<file path="src/rtl/acc_pkg.sv">
// Shared encodings for the AH/AL accumulator pair and its multiply/divide sequencer.
package acc_pkg;

  typedef enum logic [1:0] {
    MODE_HOLD = 2'b00,
    MODE_SHR  = 2'b01,
    MODE_SHL  = 2'b10,
    MODE_LOAD = 2'b11
  } mode_e;

  typedef enum logic {
    ST_IDLE = 1'b0,
    ST_RUN  = 1'b1
  } state_e;

  localparam logic OP_MUL = 1'b0;
  localparam logic OP_DIV = 1'b1;

endpackage

</file>
<file path="src/rtl/acc_shreg.sv">
// One accumulator half: hold / shift right / shift left / parallel load register.
module acc_shreg
  import acc_pkg::*;
#(
  parameter int W = 4
) (
  input  logic         clk,
  input  logic         clr,
  input  logic [1:0]   c,
  input  logic         fill_msb,
  input  logic         fill_lsb,
  input  logic [W-1:0] data_in,
  output logic [W-1:0] data_out
);

  logic [W-1:0] r_q, r_d;

  always_comb begin
    r_d = r_q;
    case (mode_e'(c))
      MODE_HOLD: r_d = r_q;
      MODE_SHR:  r_d = {fill_msb, r_q[W-1:1]};
      MODE_SHL:  r_d = {r_q[W-2:0], fill_lsb};
      MODE_LOAD: r_d = data_in;
      default:   r_d = r_q;
    endcase
  end

  always_ff @(posedge clk) begin
    if (clr) r_q <= '0;
    else     r_q <= r_d;
  end

  assign data_out = r_q;

endmodule

</file>
<file path="src/rtl/acc_seq.sv">
// AH/AL accumulator pair with manual shift/load control and a shift-add multiply sequencer.
// Define ACC_DIV_EN to add a restoring divider selected by op=1.
module acc_seq
  import acc_pkg::*;
#(
  parameter int W = 4
) (
  input  logic         clk,
  input  logic         clr,
  input  logic         ah_reset,
  input  logic         ah_inen,
  input  logic [W-1:0] ah_in,
  input  logic [W-1:0] aludata,
  input  logic [W-1:0] al_in,
  input  logic         carry_in,
  input  logic [1:0]   hs,
  input  logic [1:0]   ls,
  input  logic         start,
  input  logic [W-1:0] opnd,
  input  logic         op,
  output logic         busy,
  output logic         done,
  output logic         dz,
  output logic         carry_out,
  output logic [W-1:0] ah_out,
  output logic [W-1:0] al_out
);

  localparam int CW = $clog2(W);

  state_e         state_q, state_d;
  logic [CW-1:0]  cnt_q, cnt_d;
  logic [W-1:0]   opnd_q, opnd_d;
  logic           c_q, c_d;
  logic           done_q, done_d;

  logic [1:0]     ah_c, al_c;
  logic [W-1:0]   ah_din, al_din;
  logic [W-1:0]   ah, al;
  logic [W-1:0]   addend;
  logic [W:0]     mul_sum;

  assign addend  = al[0] ? opnd_q : {W{1'b0}};
  assign mul_sum = {1'b0, ah} + {1'b0, addend};

`ifdef ACC_DIV_EN
  logic           op_q, op_d;
  logic           dz_q, dz_d;
  logic [W:0]     rem;
  logic [W+1:0]   diff;
  assign rem  = {ah, al[W-1]};
  assign diff = {1'b0, rem} - {2'b00, opnd_q};
`else
  logic unused_op;
  assign unused_op = op;
`endif

  always_comb begin
    state_d = state_q;
    cnt_d   = cnt_q;
    opnd_d  = opnd_q;
    c_d     = c_q;
    done_d  = 1'b0;
    ah_c    = hs;
    al_c    = ls;
    ah_din  = ah_inen ? ah_in : aludata;
    al_din  = al_in;
`ifdef ACC_DIV_EN
    op_d    = op_q;
    dz_d    = 1'b0;
`endif
    case (state_q)
      ST_IDLE: begin
        if (start) begin
          // AL keeps the multiplier/dividend; AH becomes the running partial.
          opnd_d  = opnd;
          ah_c    = MODE_LOAD;
          ah_din  = '0;
          al_c    = MODE_HOLD;
          c_d     = 1'b0;
          cnt_d   = CW'(W - 1);
          state_d = ST_RUN;
`ifdef ACC_DIV_EN
          op_d    = op;
`endif
        end else if (ah_reset) begin
          ah_c   = MODE_LOAD;
          ah_din = '0;
        end
      end
      ST_RUN: begin
        ah_c   = MODE_LOAD;
        al_c   = MODE_LOAD;
        c_d    = 1'b0;
        ah_din = mul_sum[W:1];
        al_din = {mul_sum[0], al[W-1:1]};
`ifdef ACC_DIV_EN
        if (op_q == OP_DIV) begin
          // Borrow shows in the top bit of the widened trial difference.
          if (!diff[W+1]) begin
            ah_din = diff[W-1:0];
            al_din = {al[W-2:0], 1'b1};
          end else begin
            ah_din = rem[W-1:0];
            al_din = {al[W-2:0], 1'b0};
          end
        end
`endif
        if (cnt_q == '0) begin
          state_d = ST_IDLE;
          done_d  = 1'b1;
`ifdef ACC_DIV_EN
          dz_d    = (op_q == OP_DIV) && (opnd_q == '0);
`endif
        end else begin
          cnt_d = cnt_q - CW'(1);
        end
      end
      default: state_d = ST_IDLE;
    endcase
  end

  always_ff @(posedge clk) begin
    if (clr) begin
      state_q <= ST_IDLE;
      cnt_q   <= '0;
      opnd_q  <= '0;
      c_q     <= 1'b0;
      done_q  <= 1'b0;
`ifdef ACC_DIV_EN
      op_q    <= OP_MUL;
      dz_q    <= 1'b0;
`endif
    end else begin
      state_q <= state_d;
      cnt_q   <= cnt_d;
      opnd_q  <= opnd_d;
      c_q     <= c_d;
      done_q  <= done_d;
`ifdef ACC_DIV_EN
      op_q    <= op_d;
      dz_q    <= dz_d;
`endif
    end
  end

  acc_shreg #(.W(W)) u_ah (
    .clk      (clk),
    .clr      (clr),
    .c        (ah_c),
    .fill_msb (carry_in),
    .fill_lsb (al[W-1]),
    .data_in  (ah_din),
    .data_out (ah)
  );

  acc_shreg #(.W(W)) u_al (
    .clk      (clk),
    .clr      (clr),
    .c        (al_c),
    .fill_msb (ah[0]),
    .fill_lsb (carry_in),
    .data_in  (al_din),
    .data_out (al)
  );

  assign busy      = (state_q == ST_RUN);
  assign done      = done_q;
  assign carry_out = c_q;
  assign ah_out    = ah;
  assign al_out    = al;
`ifdef ACC_DIV_EN
  assign dz        = dz_q;
`else
  assign dz        = 1'b0;
`endif

endmodule

</file>
<file path="config.mk">
export PLATFORM = sky130hd
export DESIGN_NAME = acc_seq
export DESIGN_NICKNAME = d
export VERILOG_FILES = /design/src/rtl/acc_pkg.sv /design/src/rtl/acc_shreg.sv /design/src/rtl/acc_seq.sv
export SDC_FILE = /design/constraint.sdc
export NUM_CORES = 1
export LEC_CHECK = 0
export BUFFER_PORTS_ARGS = -buffer_cell sky130_fd_sc_hd__buf_2
export CAP_MARGIN = 10
export CORE_MARGIN = 2
export CORE_UTILIZATION = 51
export CTS_CLUSTER_SIZE = 14
export DETAILED_ROUTE_END_ITERATION = 8
export PLACE_DENSITY_LB_ADDON = 0.05
export SYNTH_ARGS = -nofsm -noshare
export SYNTH_HDL_FRONTEND = slang
export SYNTH_SLANG_ARGS = --single-unit
</file>
<file path="constraint.sdc">
create_clock -name clk -period 3.5 [get_ports clk]
set_input_delay 0.7 -clock clk [delete_from_list [all_inputs] [get_ports clk]]
set_output_delay 0.7 -clock clk [all_outputs]
set_load 0.02 [all_outputs]
</file>
==> summary.txt <==
Worst setup path
  • WP buf/inv: 1
  • WP data arrival: 1.10 ns
  • Critical path, cell by cell: buf_2
  • Data required, critical path: 2.80 ns
  • Nature of the critical path endpoint: output pin
  • Delay-heaviest family, CP: flip-flops
  • Kind of critical path: flop to output pin
  • Peak fanout along the critical path: 14
  • Crit path launch type: flop
  • Slowest-stage cell, CP: dfxtp_1
  • Largest stage delay on the critical path: 0.58 ns

Floorplan
  • FP Rows: 16
  • Core region area: 1902 µm²
  • Die Area: 2341 µm²
  • I/O pin cnt: 39
  • Die Span Y: 48.39 µm
  • Width of the die: 48.39 µm
  • Initial Utilization: 0.5283

Timing
  • RSZ-0062 raised after global routing: false
  • Minimum clock period: 1.804 ns
  • Setup violators final: 0
  • Slew Viols, Final: 0
  • TNS Setup: 0 ns
  • Tcrit/Tclk final: 0.5154
  • Final Hold Vio Count: 0
  • Clock Skews: 0.002391 ns
  • Fmax achieved: 0.5544 GHz

Global route
  • Gr usage total: 0.1846
  • First-pass GRT wire length: 3.539 mm
  • GR Overflow Total: 0
  • Vias in the first global route: 846
  • Largest net degree at the start of global routing: 15
  • Initial antenna violation count: 0

Yosys
  • Synth Cell Area: 1005 µm²
  • Ys flop type: dfxtp_1
  • Number of enable flip-flop cells after synthesis: 0
  • Distinct cells, synth: 34
  • Syn. warnings: 0
  • Synth top area share: 0.3188
  • FFs w/ async S/R, synth: 0
  • Syn Area/Cell: 9.478 µm²
  • Cells after synthesis: 106
  • Largest area contributor in the netlist: dfxtp_1
  • Flops & latches, synth: 16
  • Seq/Total Area, Yosys: 0.3188
  • Largest cells by area after synthesis: dfxtp_1 32%, mux2i_1 7.0%, mux4_2 6.7%

Finish
  • Design area: 1202 µm²
  • Non-Filler Instances: 164
  • Reg area: 320.3 µm²
  • Syn-to-layout area delta: 19.68%
  • Layout cells sized above 1: 0.3358
  • Final #Nets: 171
  • Ant diodes: 0
  • Multi-input combinational cell area: 618.1 µm²
  • Fill count: 171

Detailed routing
  • Avg WL per Cell: 11.99 µm
  • Vias: 841
  • TritonRoute pass-1 iters: 4
  • DRC Markers: 0
  • WL final: 1.966 mm
  • Routed Antenna Nets: 0
  • Initial DRC count: 8
  • Vias/cell: 5.128

Clocking
  • CTS tree: done
  • Clk root buf: clkbuf_4
  • CTS resizes: 0
  • H-tree levels: 1
  • CTS max path bufs: 2
  • CTS buffer count: 3
  • Setup Fix Bufs, Post-CTS: 0
  • Clk_lat worst skew: 0.28 ns
  • CTS Hold Buffers Added: 0
  • Reg clk slew, reported paths: 0.10 ns
  • CTS sink cnt: 16

Power and ir drop
  • Switching Share: 0.2794
  • PwrDens: 350.1 nW/µm²
  • LEAKAGE: 0.5878 nW
  • Internal power: 303.3 µW
  • Sequential share of power: 0.492
  • Comb power frac: 0.220
  • Clock power frac: 0.288
  • Switching power total: 117.6 µW
  • VDD IR max: 0.2132 mV

Worst hold path
  • Worst min-delay path category: flop to flop

Run
  • Max-cap violations: 0

Placement
  • GP Congestion: 0.8557
  • Placed cell count: 160
  • Placed Area: 1166 µm²
  • Hpwl dp: 1.568 mm
  • Port Buffers: 35

Outcome
  • Status: completed
worst paths after layout:
path                           end  cells after the start  slack, ns              from
hold / removal            cnt_q[0]                      1       0.47          cnt_q[0]
setup reg to reg  u_ah.data_out[3]                      7       1.78  u_al.data_out[0]
hold reg to reg           cnt_q[0]                      1       0.47          cnt_q[0]
setup / recovery              busy                      1       1.70              busy
cell usage in the layout (no fill, tap or decap), types with 2 or more instances in the layout:
cell       n
a32o_1     3
o21ai_0    2
mux2_2     3
a211oi_1   4
mux4_2     3
dfxtp_1   16
mux2_1     3
mux2i_1    7
ha_1       5
inv_1      5
buf_2     35
a21oi_1    5
and2_1     5
conb_1     2
clkbuf_4   3
o22ai_1    2
nor2_1    15
nor2b_1    3
cell usage after synthesis, types with 4 or more instances:
| library cell | instances |
|---|---|
| and2_1 | 5 |
| buf_4 | 4 |
| inv_1 | 5 |
| nor2_1 | 15 |
| ha_1 | 5 |
| mux2i_1 | 7 |
| a211oi_1 | 4 |
| a21oi_1 | 5 |
| dfxtp_1 | 16 |
routing by layer:
metal  GRT usage  share of wire  vias up
li1            -              -      439
met1      0.2346           0.48      376
met2      0.3264           0.45       24
met3     0.04012          0.065        2
met4     0.03333         0.0041        0
met5           0              0        -
power groups by stage:
stage | combinational [mW] | sequential, mW | clock [mW]
finish | 0.0928 | 0.207 | 0.121
CTS | 0.0938 | 0.207 | 0.126
global placement | 0.0914 | 0.211 | 0
floorplan | 0.0622 | 0.214 | 0
detailed placement | 0.0927 | 0.212 | 0
global route | 0.105 | 0.210 | 0.134
state kept, by name, indices dropped and copies added, names as in the netlist:
name           count
opnd_q             4
busy               1
cnt_q              2
u_ah.data_out      4
u_al.data_out      4
done               1
cells by family (layout without fill, tap and decap cells):
| family | after synthesis | count (layout) | synth area share |
|---|---|---|---|
| multiplexers | 16 | 16 | 0.2042 |
| adder cells (fa/ha/maj) | 6 | 6 | 0.08219 |
| AND/OR/NAND/NOR | 28 | 28 | 0.1382 |
| flip-flops | 16 | 16 | 0.3188 |
| XOR/XNOR | 2 | 2 | 0.01744 |
| buffers and inverters | 14 | 44 | 0.06974 |
| AO/OA/AOI/OAI | 23 | 23 | 0.1656 |
| other | 1 | 2 | 0.003732 |
per-stage QoR:
step                        util  total power [mW]  setup slack (ns)  hold slack [ns]
after floorplan                -            0.2759             1.736           0.4367
after global placement    0.6132            0.3025             1.538           0.4528
after detailed placement  0.6132            0.3043             1.538           0.4542
after CTS                 0.6322            0.4268             1.687           0.4716
after global routing      0.6322            0.4489             1.578           0.5171
final                     0.6322            0.4209             1.696           0.4696
cell type report:
| type | count | area share |
|---|---|---|
| flip-flops and latches | 16 | 0.2664 |
| multi-input cells | 77 | 0.5140 |
| inverters | 5 | 0.01561 |
| clock buffers | 4 | 0.03018 |
| well taps | 27 | 0.02810 |
| repair buffers | 35 | 0.1457 |
No activity file was read; power rests on OpenSTA's default activity.
